$ cat src/rtl/branch_seq_if.sv
// Fetch / register-read / execute-issue signal bundle for branch_seq.
// master = sequencer side, slave = memory, register file and execute stage.
interface branch_seq_if;
   logic        imem_req;
   logic [7:0]  imem_addr;
   logic        imem_ack;
   logic [15:0] imem_data;
   logic [2:0]  rf_raddr;
   logic [7:0]  rf_rdata;
   logic [15:0] instr_out;
   logic        instr_valid;
   logic        instr_ready;
   logic [7:0]  pc;
   logic        br_taken;

   modport master (
      output imem_req, imem_addr, rf_raddr, instr_out, instr_valid, pc, br_taken,
      input  imem_ack, imem_data, rf_rdata, instr_ready
   );

   modport slave (
      input  imem_req, imem_addr, rf_raddr, instr_out, instr_valid, pc, br_taken,
      output imem_ack, imem_data, rf_rdata, instr_ready
   );
endinterface

$ cat src/rtl/branch_seq.sv
// Fetch/branch sequencer: fetches over req/ack, resolves branches locally, issues the rest over valid/ready (3-5 cycles).
// Stalls in FETCH until imem_ack and in ISSUE until instr_ready; BRANCH_SEQ_FASTJ_EN resolves J in DECODE.
module branch_seq #(
   parameter logic [7:0] RESET_PC     = 8'h00,
   parameter int          IMEM_TIMEOUT = 0
) (
   input logic         clk,
   input logic         rst,
   branch_seq_if.master bus
);
   localparam logic [4:0] OP_BNE  = 5'b10011;
   localparam logic [4:0] OP_BE   = 5'b10100;
   localparam logic [4:0] OP_BNER = 5'b10101;
   localparam logic [4:0] OP_BER  = 5'b10110;
   localparam logic [4:0] OP_J    = 5'b10111;
   localparam logic [4:0] OP_JR   = 5'b11000;

   typedef enum logic [2:0] {
      S_FETCH, S_DECODE, S_RDA, S_RDB, S_RESOLVE, S_ISSUE
   } state_t;

   state_t      state;
   logic [7:0]  pc_r;
   logic [7:0]  npc;
   logic [15:0] ir;
   logic [7:0]  a;
   logic [7:0]  b;
   logic        imem_req_r;
   logic [2:0]  rf_raddr_r;
   logic [15:0] instr_out_r;
   logic        instr_valid_r;
   logic        br_taken_r;

   logic [4:0]  op;
   logic        is_branch;
   logic        two_reg;
   logic        fetch_done;
   logic [7:0]  target;
   logic [7:0]  rdata;

   assign op        = ir[15:11];
   assign is_branch = (op >= OP_BNE) && (op <= OP_JR);
   assign two_reg   = (op == OP_BNER) || (op == OP_BER);
   assign rdata     = bus.rf_rdata;
   // No timeout path exists; IMEM_TIMEOUT is reserved and held at 0.
   assign fetch_done = imem_req_r && bus.imem_ack && (IMEM_TIMEOUT == 0);

   function automatic logic cond_met(input logic [4:0] opc, input logic [7:0] val);
      case (opc)
         OP_BNE, OP_BNER: cond_met = (val != 8'h00);
         OP_BE,  OP_BER:  cond_met = (val == 8'h00);
         default:         cond_met = 1'b1;
      endcase
   endfunction

   always_comb begin
      target = ir[7:0];
      case (op)
         OP_JR:           target = a;
         OP_BNER, OP_BER: target = b;
         default:         target = ir[7:0];
      endcase
   end

   // br_taken is registered on entry to RESOLVE so the pulse coincides with the redirect.
   always_ff @(posedge clk or posedge rst) begin
      if (rst) begin
         state         <= S_FETCH;
         pc_r          <= RESET_PC;
         npc           <= 8'h00;
         ir            <= 16'h0000;
         a             <= 8'h00;
         b             <= 8'h00;
         imem_req_r    <= 1'b0;
         rf_raddr_r    <= 3'd0;
         instr_out_r   <= 16'h0000;
         instr_valid_r <= 1'b0;
         br_taken_r    <= 1'b0;
      end else begin
         br_taken_r <= 1'b0;
         case (state)
            S_FETCH: begin
               if (!imem_req_r) begin
                  imem_req_r <= 1'b1;
               end else if (fetch_done) begin
                  ir         <= bus.imem_data;
                  npc        <= pc_r + 8'd1;
                  imem_req_r <= 1'b0;
                  state      <= S_DECODE;
`ifdef BRANCH_SEQ_FASTJ_EN
                  br_taken_r <= (bus.imem_data[15:11] == OP_J);
`endif
               end
            end
            S_DECODE: begin
               if (!is_branch) begin
                  instr_out_r   <= ir;
                  instr_valid_r <= 1'b1;
                  state         <= S_ISSUE;
               end else if (op == OP_J) begin
`ifdef BRANCH_SEQ_FASTJ_EN
                  pc_r       <= ir[7:0];
                  imem_req_r <= 1'b1;
                  state      <= S_FETCH;
`else
                  br_taken_r <= 1'b1;
                  state      <= S_RESOLVE;
`endif
               end else begin
                  rf_raddr_r <= (op == OP_JR) ? ir[2:0] : ir[10:8];
                  state      <= S_RDA;
               end
            end
            S_RDA: begin
               a <= rdata;
               if (two_reg) begin
                  rf_raddr_r <= ir[2:0];
                  state      <= S_RDB;
               end else begin
                  br_taken_r <= cond_met(op, rdata);
                  state      <= S_RESOLVE;
               end
            end
            S_RDB: begin
               b          <= rdata;
               br_taken_r <= cond_met(op, a);
               state      <= S_RESOLVE;
            end
            S_RESOLVE: begin
               pc_r       <= br_taken_r ? target : npc;
               imem_req_r <= 1'b1;
               state      <= S_FETCH;
            end
            S_ISSUE: begin
               if (bus.instr_ready) begin
                  instr_valid_r <= 1'b0;
                  pc_r          <= npc;
                  imem_req_r    <= 1'b1;
                  state         <= S_FETCH;
               end
            end
            default: state <= S_FETCH;
         endcase
      end
   end

   assign bus.imem_req    = imem_req_r;
   assign bus.imem_addr   = pc_r;
   assign bus.rf_raddr    = rf_raddr_r;
   assign bus.instr_out   = instr_out_r;
   assign bus.instr_valid = instr_valid_r;
   assign bus.pc          = pc_r;
   assign bus.br_taken    = br_taken_r;
endmodule

$ cat src/flat_wrapper.sv
// flat-port wrapper written by rule: the top's interface ports become plain ports
module branch_seq_flat 
#(
   parameter logic [7:0] RESET_PC     = 8'h00,
   parameter int          IMEM_TIMEOUT = 0
)
  (clk, rst, bus_imem_req, bus_imem_addr, bus_rf_raddr, bus_instr_out, bus_instr_valid, bus_pc, bus_br_taken, bus_imem_ack, bus_imem_data, bus_rf_rdata, bus_instr_ready);
  branch_seq_if bus_i ();
  input logic clk;
  input logic rst;
  output wire logic [$bits(bus_i.imem_req)-1:0] bus_imem_req;
  output wire logic [$bits(bus_i.imem_addr)-1:0] bus_imem_addr;
  output wire logic [$bits(bus_i.rf_raddr)-1:0] bus_rf_raddr;
  output wire logic [$bits(bus_i.instr_out)-1:0] bus_instr_out;
  output wire logic [$bits(bus_i.instr_valid)-1:0] bus_instr_valid;
  output wire logic [$bits(bus_i.pc)-1:0] bus_pc;
  output wire logic [$bits(bus_i.br_taken)-1:0] bus_br_taken;
  input wire logic [$bits(bus_i.imem_ack)-1:0] bus_imem_ack;
  input wire logic [$bits(bus_i.imem_data)-1:0] bus_imem_data;
  input wire logic [$bits(bus_i.rf_rdata)-1:0] bus_rf_rdata;
  input wire logic [$bits(bus_i.instr_ready)-1:0] bus_instr_ready;
  assign bus_imem_req = bus_i.imem_req;
  assign bus_imem_addr = bus_i.imem_addr;
  assign bus_rf_raddr = bus_i.rf_raddr;
  assign bus_instr_out = bus_i.instr_out;
  assign bus_instr_valid = bus_i.instr_valid;
  assign bus_pc = bus_i.pc;
  assign bus_br_taken = bus_i.br_taken;
  assign bus_i.imem_ack = bus_imem_ack;
  assign bus_i.imem_data = bus_imem_data;
  assign bus_i.rf_rdata = bus_rf_rdata;
  assign bus_i.instr_ready = bus_instr_ready;
  branch_seq #(.RESET_PC(RESET_PC), .IMEM_TIMEOUT(IMEM_TIMEOUT)) u_core (.clk(clk), .rst(rst), .bus(bus_i));
endmodule
$ cat config.mk
export PLATFORM = sky130hd
export DESIGN_NAME = branch_seq_flat
export DESIGN_NICKNAME = d
export VERILOG_FILES = /design/src/rtl/branch_seq_if.sv /design/src/rtl/branch_seq.sv /design/src/flat_wrapper.sv
export SDC_FILE = /design/constraint.sdc
export NUM_CORES = 1
export LEC_CHECK = 0
export ABC_AREA = 0
export CAP_MARGIN = 10
export CELL_PAD_IN_SITES_DETAIL_PLACEMENT = 0
export CELL_PAD_IN_SITES_GLOBAL_PLACEMENT = 1
export CORE_MARGIN = 2
export CORE_UTILIZATION = 30
export CTS_BUF_LIST = sky130_fd_sc_hd__clkbuf_2 sky130_fd_sc_hd__clkbuf_4 sky130_fd_sc_hd__clkbuf_8
export DETAILED_ROUTE_END_ITERATION = 7
export PLACE_DENSITY_LB_ADDON = 0.2
export SLEW_MARGIN = 40
export SYNTH_ARGS = -nofsm -noshare
export SYNTH_HDL_FRONTEND = slang
export SYNTH_SLANG_ARGS = --single-unit
$ cat constraint.sdc
create_clock -name clk -period 2.7 [get_ports clk]
set_clock_uncertainty 0.15 [all_clocks]
set_input_delay 0.54 -clock clk [delete_from_list [all_inputs] [get_ports clk]]
set_output_delay 0.54 -clock clk [all_outputs]
set_load 0.02 [all_outputs]
==> Yosys cells after proc, flatten, opt, wreduce, memory -nomap -nowiden <==
Index checks and enable logic that the tools add are counted.
{ "totals": {"regBits": 73, "latch_bits": 0, "ram_bits": 0, "rom_bits": 0, "inputBits": 28, "output_inout_bits": 38, "wordCells": 84, "mem_count": 0} }
{ "op_classes": {"n_addsub": 1, "n_mul": 0, "div": 0, "magnitude_cmp": 2, "n_eq_ne": 18, "n_shift": 0, "n_mux": 29, "n_bitwise": 1, "n_reduce_logical": 22} }
{ "ops": {"columns": ["op", "n"], "rows": [
  ["$pmux 8 s2", 2],
  ["$eq 5x5->1 const B", 6],
  ["$mux 3", 10],
  ["$logic_not 8->1", 2],
  ["$mux 8", 2],
  ["$reduce_bool 8->1", 2],
  ["$pmux 3 s5", 1],
  ["$reduce_and 3->1", 3],
  ["$add 8x1->8 const B", 1],
  ["$mux 1", 8],
  ["$ne 2x1->1 const B", 4],
  ["$eq 3x2->1 const B", 2],
  ["$eq 3x3->1 const B", 2],
  ["$ne 2x2->1 const B", 3],
  ["$pmux 1 s2", 3],
  ["$pmux 1 s3", 2],
  ["$pmux 3 s2", 1],
  ["$reduce_and 2->1", 3],
  ["$reduce_bool 2->1", 3],
  ["$reduce_or 2->1", 3],
  ["$ge 5x5->1 const B", 1],
  ["$le 5x5->1 const B", 1],
  ["$reduce_and 4->1", 1],
  ["$eq 3x1->1 const B", 1],
  ["other kinds (5)", 6]
]} }

==> Depth between registers and ports, before layout <==
Gate-level depths: netlist of run 1.
{ "logic_depth": {"word_depth": 5, "mapped_depth": 7, "ltp_nobuf": 4} }

==> Least setup slack after synthesis of run 1 <==
OpenSTA, ideal clock, no wires.
{ "synth_timing": {"kind": "flip-flop to flip-flop", "start": "register u_core.ir[12]", "end": "register u_core.instr_out_r[0] (netlist: u_core.bus.instr_out[0])", "setup_ns": 0.125, "arrival_time_ns": 1.689, "required_ns": 2.425, "slack_ns": 0.736, "stages_incl_launch_ff": 8, "path_buffers": 3, "synth_period_minus_slack_ns": 1.964, "path_cell_list": "dfrtp_1 > buf_4 > a21oi_1 > a2bb2oi_2 > nor2b_1 > buf_6 > buf_6 > mux2_4"} }
{ "synth_via": {"elab_chain_len": 4, "elab_cells_between_ends": 5, "classes_between": "order compare: 2; bitwise: 1; reduce/logical: 2"} }
{ "synth_lines": {"columns": ["item", "line", "text"], "rows": [
  ["start, declared", "branch_seq.sv:25", "logic [15:0] ir;"],
  ["start signal, assigned", "branch_seq.sv:86", "ir <= bus.imem_data;"],
  ["$ge 5x5->1 / $le 5x5->1 (equally long branches)", "branch_seq.sv:42", "assign is_branch = (op >= OP_BNE) && (op <= OP_JR);"],
  ["$logic_and 1x1->1 (*)", "branch_seq.sv:42", null],
  ["$not 1->1 (no line) (*)", null, null],
  ["$reduce_and 2->1 (no line) (*)", null, null],
  ["end signal, assigned", "branch_seq.sv:97", "instr_out_r <= ir;"],
  ["end, declared", "branch_seq.sv:30", "logic [15:0] instr_out_r;"]
]} }
Mark *: on every way between the ends. The rest lies on a longest branch, timed or not.
A chain may end at the register's enable or synchronous reset.

==> Worst setup path in the final report of run 1 <==
{ "layout_timing": {"start": "register u_core.ir[12]", "end": "register u_core.instr_out_r[10] (netlist: u_core.bus.instr_out[10])"} }
Same word-level chain as after synthesis.

==> results, run 1 <==
- The run finished with clean final reports.
- Across every metal layer, demand over resource in global routing totals 0.147.
- The post-route clock period utilization is 0.887.
- The count of distinct cell types in the synthesized netlist is 48.
- The combined area of all synthesized cells is 3530 µm².
- The area growth from synthesis to layout is 27.8%.
- The slew at the pin closest to its max-slew limit is about 0.65 ns.
- TritonCTS built the clock tree.
- Summing all multi-input logic gate instances after layout gives 1530 µm².
- The launch point of the worst reg-to-reg path is u_core.ir[12].
- The number of placed I/O pins is 66.
- In this run, synthesis inferred 0 flip-flops with an integrated enable.
- The startpoint identified for the worst hold timing path is u_core.bus.instr_out[9].
- By instance count, the leading cell after synthesis is sky130_fd_sc_hd__dfrtp_1.
- Summed over all failing endpoints, the final setup total negative slack is 0 ns.
- The first global-routing pass estimated 14300 µm of wire.
- The met1 capacity usage during global routing is 0.204.
- The number of nets in the final layout is 386.
- The fraction of final layout cells sized beyond drive strength 1 is 0.163.
- From bottom edge to top edge, the die measures 113 µm.
- The share of Yosys cell area claimed by the top area cell type is 0.517.
- The insertion delay of the later-clocked pin in the worst-skew pair is about 0.35 ns.
- In the post-synthesis netlist, the biggest area contributors are sky130_fd_sc_hd__dfrtp_1 (52%), sky130_fd_sc_hd__mux2_1 (8.6%), sky130_fd_sc_hd__a221o_1 (4.5%).
- The mean instance size in the synthesized netlist is 12.1 µm².
- In this run the horizontal extent of the chip is around 110 µm.
- The time the worst path needs with I/O delays and setup is 2.39 ns.
- The core region is between 10000 and 15000 µm².
- Power spread over the standard cell area amounts to 1240 nW/µm².
- The sequential standard cell area is 1830 µm².
- The share of the core filled with cells is 0.394.
- After clock tree synthesis, the clock-pin slew on the worst setup and hold paths is roughly 0.08 ns.
- For this run, the number of Yosys warnings is 0.
- In the global route stage, met3 resource usage came out at 0.0254.
- The post-route antenna net violation count is 0.
- The via count of the first global-routing pass is 2547.
- The total power draw is 5.62 mW.
- The row count is 39.
- The dominant cell type by area after synthesis is sky130_fd_sc_hd__dfrtp_1.
- The sequential share of the synthesized area is 0.517.
- The maximum vdd ir drop is 0.000503 V.
- The worst setup path startpoint is u_core.ir[12].
- The number of antenna diodes in the final layout is 0.
- Of all nets on the critical path, the largest fanout is 11.
- The class of the tightest hold or removal check is reg -> reg.
- The share of flip-flops with an asynchronous set or reset after synthesis is 1.00.
- The total length of routed wires is 8870 µm.
- The pre-antenna-repair detailed-routing pass consisted of 4 iterations.
- In this run the post-CTS setup repair buffer count came out at 0.
- The number of hold buffers added after CTS is 0.
- For this design, the sink count on the clock tree is 73.
- The type of the setup path with the least slack is reg -> reg.
- The initial antenna violation count came to 0.
- Setup repair after global routing left no endpoint under its margin.
- In the synthesized netlist the dominant register cell turns out to be sky130_fd_sc_hd__dfrtp_1.
- Once the clock tree was built, the resizer swapped 0 gates to a different size.
- Across the run, the number of max-cap violations was 0.
- The leakage power figure is 1.97 nW.
- The arrival time of the worst setup path is 2.48 ns.
- The floorplan step defined a die boundary enclosing 12700 µm².
- The first routing iteration left 115 violations.
- The tightest slew margin relative to the limit is 0.567.
- Static timing analysis puts the maximum clock frequency at 0.418 GHz.
- The critical path data required time is 2.79 ns.
- The count of endpoints failing hold in the final timing report is 0.
- In this run, CTS created clock tree buffers numbering 9.
- The number of pins with negative max-slew slack in the final report came to 0.
- At the end of routability-driven placement, the weighted congestion stood at 0.763.
- The maximum clock path buffer count is 2.
- In the routed design, unresolved DRC markers number 0.
- The remaining global-route overflow is 0.
- The total number of vias is around 2500.
- The detailed-route wire length per cell is around 18 µm.
- The layer flagged by global routing as most heavily used is met2.
- In the global route stage, met2 resource usage came out at 0.225.
- The number of buffers inserted by port buffering is 65.
- CTS placed an instance of sky130_fd_sc_hd__clkbuf_8 at the clock tree root.
- The synthesized design contains between 70 and 80 register bits.
- Entering global routing, the biggest net connects 32 pins.
- Setup violations remaining at the end of the flow were counted as 0.
- The startpoint class of the critical path is a flip-flop.
- The worst setup path is captured at a flip-flop.
- The initial utilization of the core area, before any placement, comes to 0.308.
- Counting the fill cells in the layout gives 1115.
- The cell count after synthesis came out at 292.
- The commonest cells after synthesis are sky130_fd_sc_hd__dfrtp_1 (73), sky130_fd_sc_hd__nand2_1 (36), sky130_fd_sc_hd__mux2_1 (27).
- The number of nets in the synthesized netlist is 321.
- The via-per-instance ratio is between 5 and 6.
- The clock tree synthesis step divided the H-tree into 3 levels.
- The half-perimeter wire length after detailed placement is 6400 µm.
## cells by family (layout without fill, tap and decap cells)
| group | count (synthesis) | count (layout) | share of synthesized area |
|---|---|---|---|
| muxes | 46 | 46 | 0.155 |
| adders and majority gates | 1 | 1 | 0.00354 |
| buffers and inverters | 29 | 98 | 0.0520 |
| xor gates and xnor gates | 8 | 8 | 0.0219 |
| DFF | 73 | 73 | 0.517 |
| and+or+nand+nor | 85 | 85 | 0.127 |
| AOI/OAI and AO/OA | 50 | 50 | 0.124 |
## registers in the layout, summed over array words and instances (netlist names)
name / cells
u_core.bus.imem_addr: 8
u_core.bus.rf_raddr: 3
u_core.a: 8
u_core.npc: 8
u_core.b: 8
u_core.bus.instr_out: 16
u_core.ir: 16
u_core.bus.br_taken: 1
u_core.state: 3
u_core.bus.instr_valid: 1
u_core.bus.imem_req: 1
## worst max-delay path, stage by stage, from the launching register on
cell	delay, ns
sky130_fd_sc_hd__dfrtp_1	0.55
sky130_fd_sc_hd__nor4b_4	0.63
sky130_fd_sc_hd__a2bb2oi_2	0.21
sky130_fd_sc_hd__nor2b_2	0.21
sky130_fd_sc_hd__buf_4	0.19
sky130_fd_sc_hd__mux2_1	0.32
## placed cells by master (no fill, tap or decap), types with 2 or more instances in the layout
cell type,count
sky130_fd_sc_hd__a211o_1,2
sky130_fd_sc_hd__buf_4,13
sky130_fd_sc_hd__a31o_2,2
sky130_fd_sc_hd__mux2_2,11
sky130_fd_sc_hd__o21ai_0,4
sky130_fd_sc_hd__nor2b_1,2
sky130_fd_sc_hd__nand2b_1,4
sky130_fd_sc_hd__mux2_1,27
sky130_fd_sc_hd__and3_1,18
sky130_fd_sc_hd__clkbuf_8,12
sky130_fd_sc_hd__nor4_1,4
sky130_fd_sc_hd__nand3b_1,2
sky130_fd_sc_hd__nand3_1,6
sky130_fd_sc_hd__o21ai_1,7
sky130_fd_sc_hd__nor2_1,5
sky130_fd_sc_hd__a221o_1,16
sky130_fd_sc_hd__xor2_1,6
sky130_fd_sc_hd__clkdlybuf4s50_1,65
sky130_fd_sc_hd__mux2_4,8
sky130_fd_sc_hd__inv_1,2
sky130_fd_sc_hd__a21oi_1,5
sky130_fd_sc_hd__nand2_1,36
sky130_fd_sc_hd__dfrtp_1,73
sky130_fd_sc_hd__buf_12,2
## metal layers
layer  vias up  routed length (µm)
li1       1183                   -
met1      1267                4210
met2        60                4130
met5         -                   0
met3        12                 357
met4         0                 172
## path summary, 6_finish.rpt
| path | to | slack (ns) | depth (start not counted) |
|---|---|---|---|
| min in group asynchronous | u_core.npc[3] | 0.41 | 2 |
| min | u_core.bus.instr_out[9] | 0.34 | 1 |
| max | u_core.bus.instr_out[10] | 0.31 | 5 |
| max reg2reg | u_core.bus.instr_out[10] | 0.31 | 5 |
| max in group asynchronous | u_core.bus.instr_out[6] | 1.44 | 3 |
| min reg2reg | u_core.bus.instr_out[9] | 0.34 | 1 |
## cell type report
cell class,instances,area share
Sequential cell,73,0.404
Clock buffer,13,0.0382
Tap cell,143,0.0396
Timing Repair Buffer,80,0.175
Multi-Input combinational cell,190,0.338
Inverter,3,0.00249
Clock inverter,2,0.00277
## through the flow
stage                     std cells  worst slack, ns  hold WS [ns]  cell area [µm²]
final                           504            0.306         0.343             4520
after global routing            504            0.223         0.366             4520
after detailed placement        489            0.308         0.325             4330
after floorplan                 292            0.157         0.297             3530
after global placement          489            0.341         0.310             4330
after CTS                       504            0.302         0.345             4520
## where the power goes
group          internal, mW  switching, mW
sequential             1.64          0.507
combinational          1.40           1.26
clock                 0.413          0.399
total                  3.45           2.17
Note: power is estimated with default switching activity, not from simulation.
==> run 2: changes to the inputs <==
--- a/config.mk
+++ b/config.mk
@@ -10,9 +10,10 @@
 export CELL_PAD_IN_SITES_DETAIL_PLACEMENT = 0
 export CELL_PAD_IN_SITES_GLOBAL_PLACEMENT = 1
 export CORE_MARGIN = 2
-export CORE_UTILIZATION = 30
+export CORE_UTILIZATION = 40
 export CTS_BUF_LIST = sky130_fd_sc_hd__clkbuf_2 sky130_fd_sc_hd__clkbuf_4 sky130_fd_sc_hd__clkbuf_8
 export DETAILED_ROUTE_END_ITERATION = 7
+export GPL_TIMING_DRIVEN = 0
 export PLACE_DENSITY_LB_ADDON = 0.2
 export SLEW_MARGIN = 40
 export SYNTH_ARGS = -nofsm -noshare
==> run 2 against run 1 <==
Routed wire length is 7.6% lower. Register-to-register slack better by 0.17 ns. Critical path type is now reg -> out. Largest power group unchanged. Worst setup slack better by 0.11 ns. Flip-flop and latch count stayed put. Cell count is 4.4% lower. Design area is 1.4% higher. Critical path depth is 3 lower. Sequential share of layout area is 0.57 points lower.
==> results, run 2 (synthesis results as in run 1) <==
- The run finished with clean final reports.
- The setup path with the least slack is of type reg -> out.
- The switching share of total power was 0.371 (-0.0153).
- The number of pins with negative max-slew slack in the final report is 0 (unchanged).
- The post-route antenna net violation count is 0 (unchanged).
- The CTS tree is yes.
- The sequential standard cell area was 1830 µm² (unchanged).
- The floorplan die width is 98.0 µm (-13%).
- The power density over the cells is 1270 nW/µm² (+2.3%).
- The number of placed instances with taps included is 466 (-4.7%).
- The number of buffers inserted by port buffering came to 65 (unchanged).
- The clock transition at the registers of the reported paths came to 0.08 ns (about the same).
- The DRC violation count after routing came to 0 (unchanged).
- The number of standard cells in the layout, taps in and fillers out was 482 (-4.4%).
- The number of cells on the worst reg-to-reg path came to 7 (+2).
- The arrival time of the worst setup path is 1.59 ns (-0.89 ns).
- The final number of setup-violating endpoints came to 0 (unchanged).
- The count of endpoints failing hold in the final timing report was 0 (unchanged).
- The total length of routed wires is 8200 µm (-7.6%).
- The number of clock sinks seen by CTS is 73 (unchanged).
- The leakage power figure is 2.02 nW (+2.6%).
- The core area was 8640 µm² (-25%).
- The initial core utilization was 0.409 (+0.101).
- The row count came to 34 (-13%).
- The number of hold buffers added after CTS is 0 (unchanged).
- The maximum vdd ir drop came to 0.000704 V (+40%).
- The initial antenna violation count is 0 (unchanged).
- The DRC marker count from the first detailed-route iteration was 112 (-2.6%).
- The insertion delay of the later-clocked pin in the worst-skew pair is 0.35 ns (about the same).
- The maximum clock path buffer count is 2 (unchanged).
- The internal power of the cells is 3.67 mW (+6.4%).
- The number of max-capacitance violations reported is 0 (unchanged).
- The largest net degree at the start of global routing is 59 (+84%).
- The overall die height is 98.0 µm (-13%).
- The number of gates resized after CTS is 0 (unchanged).
- The diode insertion count for antenna repair is 0 (unchanged).
- The critical path data required time is 2.01 ns (-0.78 ns).
- The die area was 9600 µm² (-24%).
- The half-perimeter wire length after detailed placement came to 5780 µm (-9.7%).
- The total number of vias was 2525 (+0.12%).
- Setup repair after global routing left no endpoint under its margin.
- The time the worst path needs with I/O delays and setup is 2.28 ns (-0.109 ns).
- The most common cell after layout, fill and taps aside is sky130_fd_sc_hd__dfrtp_1.
- The accumulated negative setup slack was 0 ns (unchanged).
- The relative contribution of sequential cells to total power is 0.351 (-0.030).
- The largest driver fanout on the critical path is 8 (-3).
- The slew at the pin closest to its max-slew limit is 0.602 ns (-0.0451 ns).
- The area growth from synthesis to layout is 29.6%.
- The net switching component of the power is 2.16 mW (-0.34%).
- The maximum achievable frequency was 0.438 GHz (+4.8%).
- The min-delay analysis places its worst path in the category in -> async.
- The delay of the slowest cell on the worst path is 0.59 ns (-0.04 ns).
- In this run the clock root is driven by a sky130_fd_sc_hd__clkbuf_8.
- The H-tree level count came to 3 (unchanged).
- The clock share of power is 0.168 (+0.024).
- The wire length of the first global-routing pass came to 13300 µm (-7.3%).
- The detailed-route wire length per cell is 17.0 µm (-3.4%).
- The via-per-instance ratio is 5.24 (+4.7%).
- The number of nets in the final layout is 398 (+3.1%).
- The global-route usage over all layers is 0.178 (+0.0309).
- The critical path goes through buf_4 -> clkdlybuf4s50_1.
- The final estimated routing congestion in global placement came to 0.824 (+8.0%).
- The via count of the first global-routing pass is 2427 (-4.7%).
- The post-CTS setup buffer count is 0 (unchanged).
- The startpoint class of the critical path is a flip-flop.
- The remaining global-route overflow is 0 (unchanged).
- The total power draw is 5.83 mW (+3.8%).
- The critical-path cell with the highest stage delay is sky130_fd_sc_hd__clkdlybuf4s50_1.
- The number of inserted filler cells in the final layout came to 794 (-29%).
- The combinational share of power is 0.481 (+0.007).
- The clock buffer count from CTS is 9 (unchanged).
- The tightest slew margin relative to the limit is 0.597 (+0.0304).
- The first-pass detailed-route iteration total is 4 (unchanged).
- The number of placed I/O pins is 66 (unchanged).
- The endpoint kind of the worst setup timing path is an output port.
- The post-route clock period utilization is 0.846 (-0.0404).
- The area occupied by multi-input gates is 1520 µm² (-0.16%).
- The fraction of final layout cells sized beyond drive strength 1 is 0.174 (+0.0104).
- In the layout the commonest cells are sky130_fd_sc_hd__dfrtp_1 (73), sky130_fd_sc_hd__clkdlybuf4s50_1 (65), sky130_fd_sc_hd__nand2_1 (36).
[run 2: cell types whose count changed in the layout (fill, tap and decap cells not counted), moves of 3 or more]
cell,previous run,this run
sky130_fd_sc_hd__buf_4,13,10
sky130_fd_sc_hd__clkbuf_1,0,6
sky130_fd_sc_hd__buf_6,0,4
sky130_fd_sc_hd__buf_2,0,6
[run 2: worst max-delay path: cells and delay by family (launching register included)]
family / cells / cell delay [ns]
buffers and inverters: 2 / 0.75
flip-flops: 1 / 0.51
[run 2: layer usage]
layer	track usage	routed length (µm)
met3	0.0408	327
met5	0	0
met4	0.0545	111
met1	0.249	3860
met2	0.276	3900
[run 2: cell type report]
type                       instances  area share
tap                              108      0.0295
timing repair buffer              66       0.148
clock buffer                      12      0.0333
sequential                        73       0.399
multi-input combinational        190       0.333
buffer                            26      0.0377
clock inverter                     4      0.0167
inverter                           3     0.00355
[run 2: path summary, 6_finish.rpt]
| path | start | endpoint | slack [ns] |
|---|---|---|---|
| worst max register to register | u_core.ir[12] | u_core.bus.instr_out[5] | 0.48 |
| worst min register to register | u_core.npc[7] | u_core.npc[7] | 0.33 |
| worst min-delay path | rst | u_core.bus.imem_addr[4] | 0.33 |
| worst max-delay path | u_core.bus.imem_addr[0] | bus_pc[0] | 0.42 |
| min in group clk | u_core.npc[7] | u_core.npc[7] | 0.33 |
| max in group asynchronous | rst | u_core.b[6] | 1.55 |
[run 2: stage by stage]
step | cell area [µm²] | hold slack (ns) | utilization | setup slack, ns
after floorplan | 3530 | 0.297 | - | 0.157
after global placement | 4320 | 0.310 | 0.500 | -1.13
after detailed placement | 4350 | 0.319 | 0.504 | 0.166
after CTS | 4580 | 0.325 | 0.531 | 0.390
after global routing | 4580 | 0.331 | 0.531 | 0.358
final | 4580 | 0.329 | 0.531 | 0.416
[run 2: power groups by stage]
| stage | Sequential, mW | Clock, mW | Combinational, mW |
|---|---|---|---|
| finish | 2.05 | 0.982 | 2.80 |
| global route | 2.12 | 1.04 | 3.02 |
| CTS | 2.05 | 1.00 | 2.84 |
| detailed placement | 2.07 | 0 | 2.83 |
| global placement | 2.05 | 0 | 2.76 |
| floorplan | 2.21 | 0 | 1.65 |
==> run 3: changes to the inputs <==
==> constraint.sdc (replaced) <==
create_clock -name clk -period 2.36 [get_ports clk]
set_clock_uncertainty 0.15 [all_clocks]
set_input_delay 0.472 -clock clk [delete_from_list [all_inputs] [get_ports clk]]
set_output_delay 0.472 -clock clk [all_outputs]
set_load 0.02 [all_outputs]
==> run 3 against run 2 <==
Sequential power rose by 14%. Die area stayed put. Critical path depth grew 5. Hold slack worse by 0.075 ns. Largest cell class unchanged.
==> results, run 3 (synthesis results as in run 1) <==
- The number of inserted filler cells in the final layout is 796 (+0.25%).
- The setup slack at placement came to -0.0935 ns (-0.259 ns).
- The half-perimeter wire length after detailed placement is 5890 µm (+2.0%).
- The via count of the first global-routing pass came to 2517 (+3.7%).
- The detailed-route wire length per cell was 17.0 µm (+0.13%).
- The maximum achievable frequency is roughly 0.45 GHz.
- The number of hold buffers added after CTS was 0 (unchanged).
- The total power draw is 6.37 mW (+9.2%).
- The global-route usage over all layers is 0.183 (+0.00526).
- The root buffer cell chosen for the clock tree is sky130_fd_sc_hd__clkbuf_8.
- The via-per-instance ratio came to 5.22 (-0.36%).
- The number of gates resized after CTS is 0 (unchanged).
- The power density over the cells is 1400 nW/µm² (+10%).
- The clock transition at the registers of the reported paths is 0.08 ns (about the same).
- The relative contribution of sequential cells to total power came to 0.368 (+0.017).
- The row count came to 34 (unchanged).
- The share of the core filled with cells is 0.526 (-0.00420).
- The initial antenna violation count is 0 (unchanged).
- The run finished with clean final reports.
- The post-route antenna net violation count was 0 (unchanged).
- The net switching component of the power came to 2.44 mW (+13%).
- The endpoint of the worst setup timing path is u_core.bus.instr_out[5].
- The internal power of the cells is 3.93 mW (+7.1%).
- The DRC marker count from the first detailed-route iteration came to 103 (-8.0%).
- The worst setup path startpoint is u_core.ir[12].
- The total number of vias is 2516 (-0.36%).
- The count of endpoints failing hold in the final timing report is 0 (unchanged).
- The most common cell after layout, fill and taps aside is sky130_fd_sc_hd__dfrtp_1.
- The core area came to 8640 µm² (unchanged).
- The total length of routed wires came to 8210 µm (+0.13%).
- The number of cells on the worst reg-to-reg path is 7 (unchanged).
- The fraction of final layout cells sized beyond drive strength 1 is 0.174 (unchanged).
- The post-place instance area is 4390 µm² (+0.89%).
- The final estimated routing congestion in global placement was 0.813 (-1.4%).
- The final number of setup-violating endpoints is 0 (unchanged).
- The die area was 9600 µm² (unchanged).
- The wire length of the first global-routing pass is 13700 µm (+3.1%).
- The critical path data required time was 2.44 ns (+0.43 ns).
- The number of placed I/O pins is 66 (unchanged).
- The number of nets in the final layout is 400 (+0.50%).
- The worst flop-to-flop path endpoint is u_core.bus.instr_out[5].
- The combinational share of power is 0.503 (+0.022).
- The initial core utilization came to 0.409 (unchanged).
- The launch point of the worst reg-to-reg path is u_core.ir[12].
- The area occupied by multi-input gates is 1520 µm² (unchanged).
- The switching share of total power is 0.383 (+0.0124).
- The number of max-capacitance violations reported is 0 (unchanged).
- The number of pins with negative max-slew slack in the final report was 0 (unchanged).
- The accumulated negative setup slack is 0 ns (unchanged).
- The H-tree level count is 3 (unchanged).
- From synthesis to final layout, the design area changed by 28.6%.
- The arrival time of the worst setup path is 2.29 ns (+0.70 ns).
- STA classifies the critical path endpoint as a flip-flop.
- The first-pass detailed-route iteration total is 4 (unchanged).
- The worst hold path belongs to the class in -> async.
- The post-layout worst setup margin is 0.150 ns (-0.265 ns).
- The CTS tree is yes.
- The leakage power figure came to 2.00 nW (-0.91%).
- The slack of the worst reg-to-reg path is 0.15 ns (-0.33 ns).
- The overall die height is 98.0 µm (unchanged).
- The startpoint class of the critical path is a flip-flop.
- The maximum vdd ir drop is 0.000678 V (-3.7%).
- The maximum clock path buffer count came to 2 (unchanged).
- The number of clock sinks seen by CTS is 73 (unchanged).
- For the finished layout, the period the worst path requires is 2.21 ns.
- The DRC violation count after routing was 0 (unchanged).
- The sequential standard cell area came to 1830 µm² (unchanged).
- The remaining global-route overflow is 0 (unchanged).
- The tightest slew margin relative to the limit is 0.600 (+0.00310).
- In the layout the commonest cells are sky130_fd_sc_hd__dfrtp_1 (73), sky130_fd_sc_hd__clkdlybuf4s50_1 (65), sky130_fd_sc_hd__nand2_1 (36).
- The diode insertion count for antenna repair is 0 (unchanged).
- The largest driver fanout on the critical path is 10 (+2).
- The largest net degree at the start of global routing is 25 (-58%).
- The type of the setup path with the least slack is reg -> reg.
- The post-CTS setup buffer count is 0 (unchanged).
- The insertion delay of the later-clocked pin in the worst-skew pair came to 0.34 ns (about the same).
- Setup repair after global routing left no endpoint under its margin.
- The slew at the pin closest to its max-slew limit is 0.598 ns (-0.00463 ns).
- The clock buffer count from CTS came to 9 (unchanged).
- The summed area of non-filler cells in the final layout was 4550 µm² (-0.79%).
- The post-route clock period utilization is 0.936.
- The clock share of power is 0.129 (-0.039).
- The floorplan die width is 98.0 µm (unchanged).
- The number of buffers inserted by port buffering came to 65 (unchanged).
run 3: cell count changes in the layout (fill, tap and decap cells not counted), sizes merged:
cell      previous run  this run
clkinvlp             1         2
clkinv               1         3
bufinv               2         0
clkbuf              18        16
inv                  3         2
buf                 21        23
run 3: layout make-up:
type / instances / area share
clock buffer: 10 / 0.0289
timing repair buffer: 68 / 0.158
multi-input combinational: 190 / 0.335
buffer: 26 / 0.0380
tap: 108 / 0.0297
clock inverter: 4 / 0.00495
inverter: 3 / 0.00330
sequential: 73 / 0.402
run 3: per-stage QoR:
| stage | hold WS [ns] | instances |
|---|---|---|
| final | 0.253 | 482 |
| after global routing | 0.270 | 482 |
| after CTS | 0.252 | 482 |
| after detailed placement | 0.318 | 468 |
| after global placement | 0.310 | 465 |
| after floorplan | 0.297 | 292 |
run 3: worst min-delay path by stage:
stage | slack (ns) | endpoint | from
after floorplan | 0.30 | u_core.npc[0] | u_core.npc[0]
after global placement | 0.31 | u_core.npc[2] | u_core.npc[2]
after detailed placement | 0.32 | u_core.npc[4] | u_core.npc[4]
after CTS | 0.25 | u_core.bus.instr_out[0] | rst
after global routing | 0.27 | u_core.bus.instr_out[0] | rst
final | 0.25 | u_core.bus.instr_out[0] | rst
run 3: power by group through the flow:
stage          combinational, mW  sequential, mW  clock [mW]
2_1_floorplan               1.89            2.53           0
3_3_place_gp                3.17            2.34           0
3_5_place_dp                3.23            2.37           0
4_1_cts                     3.24            2.35       0.850
5_1_grt                     3.46            2.44       0.913
6_report                    3.20            2.34       0.824
run 3: critical path, cell delays in order, from the launching register on:
cell                        delay, ns
sky130_fd_sc_hd__dfrtp_1         0.37
sky130_fd_sc_hd__buf_4           0.18
sky130_fd_sc_hd__a21oi_1         0.18
sky130_fd_sc_hd__a2bb2oi_2       0.33
sky130_fd_sc_hd__nor2b_1         0.21
sky130_fd_sc_hd__buf_6           0.16
sky130_fd_sc_hd__buf_6           0.20
sky130_fd_sc_hd__mux2_4          0.32
run 3: layer usage:
| metal | GRT usage | part of all wire | vias to the layer above | wire length [µm] |
|---|---|---|---|---|
| li1 | - | - | 1215 | - |
| met1 | 0.269 | 0.48 | 1234 | 3900 |
| met2 | 0.272 | 0.46 | 56 | 3800 |
| met3 | 0.0265 | 0.044 | 11 | 362 |
| met4 | 0.0737 | 0.017 | 0 | 141 |
| met5 | 0 | 0 | - | 0 |
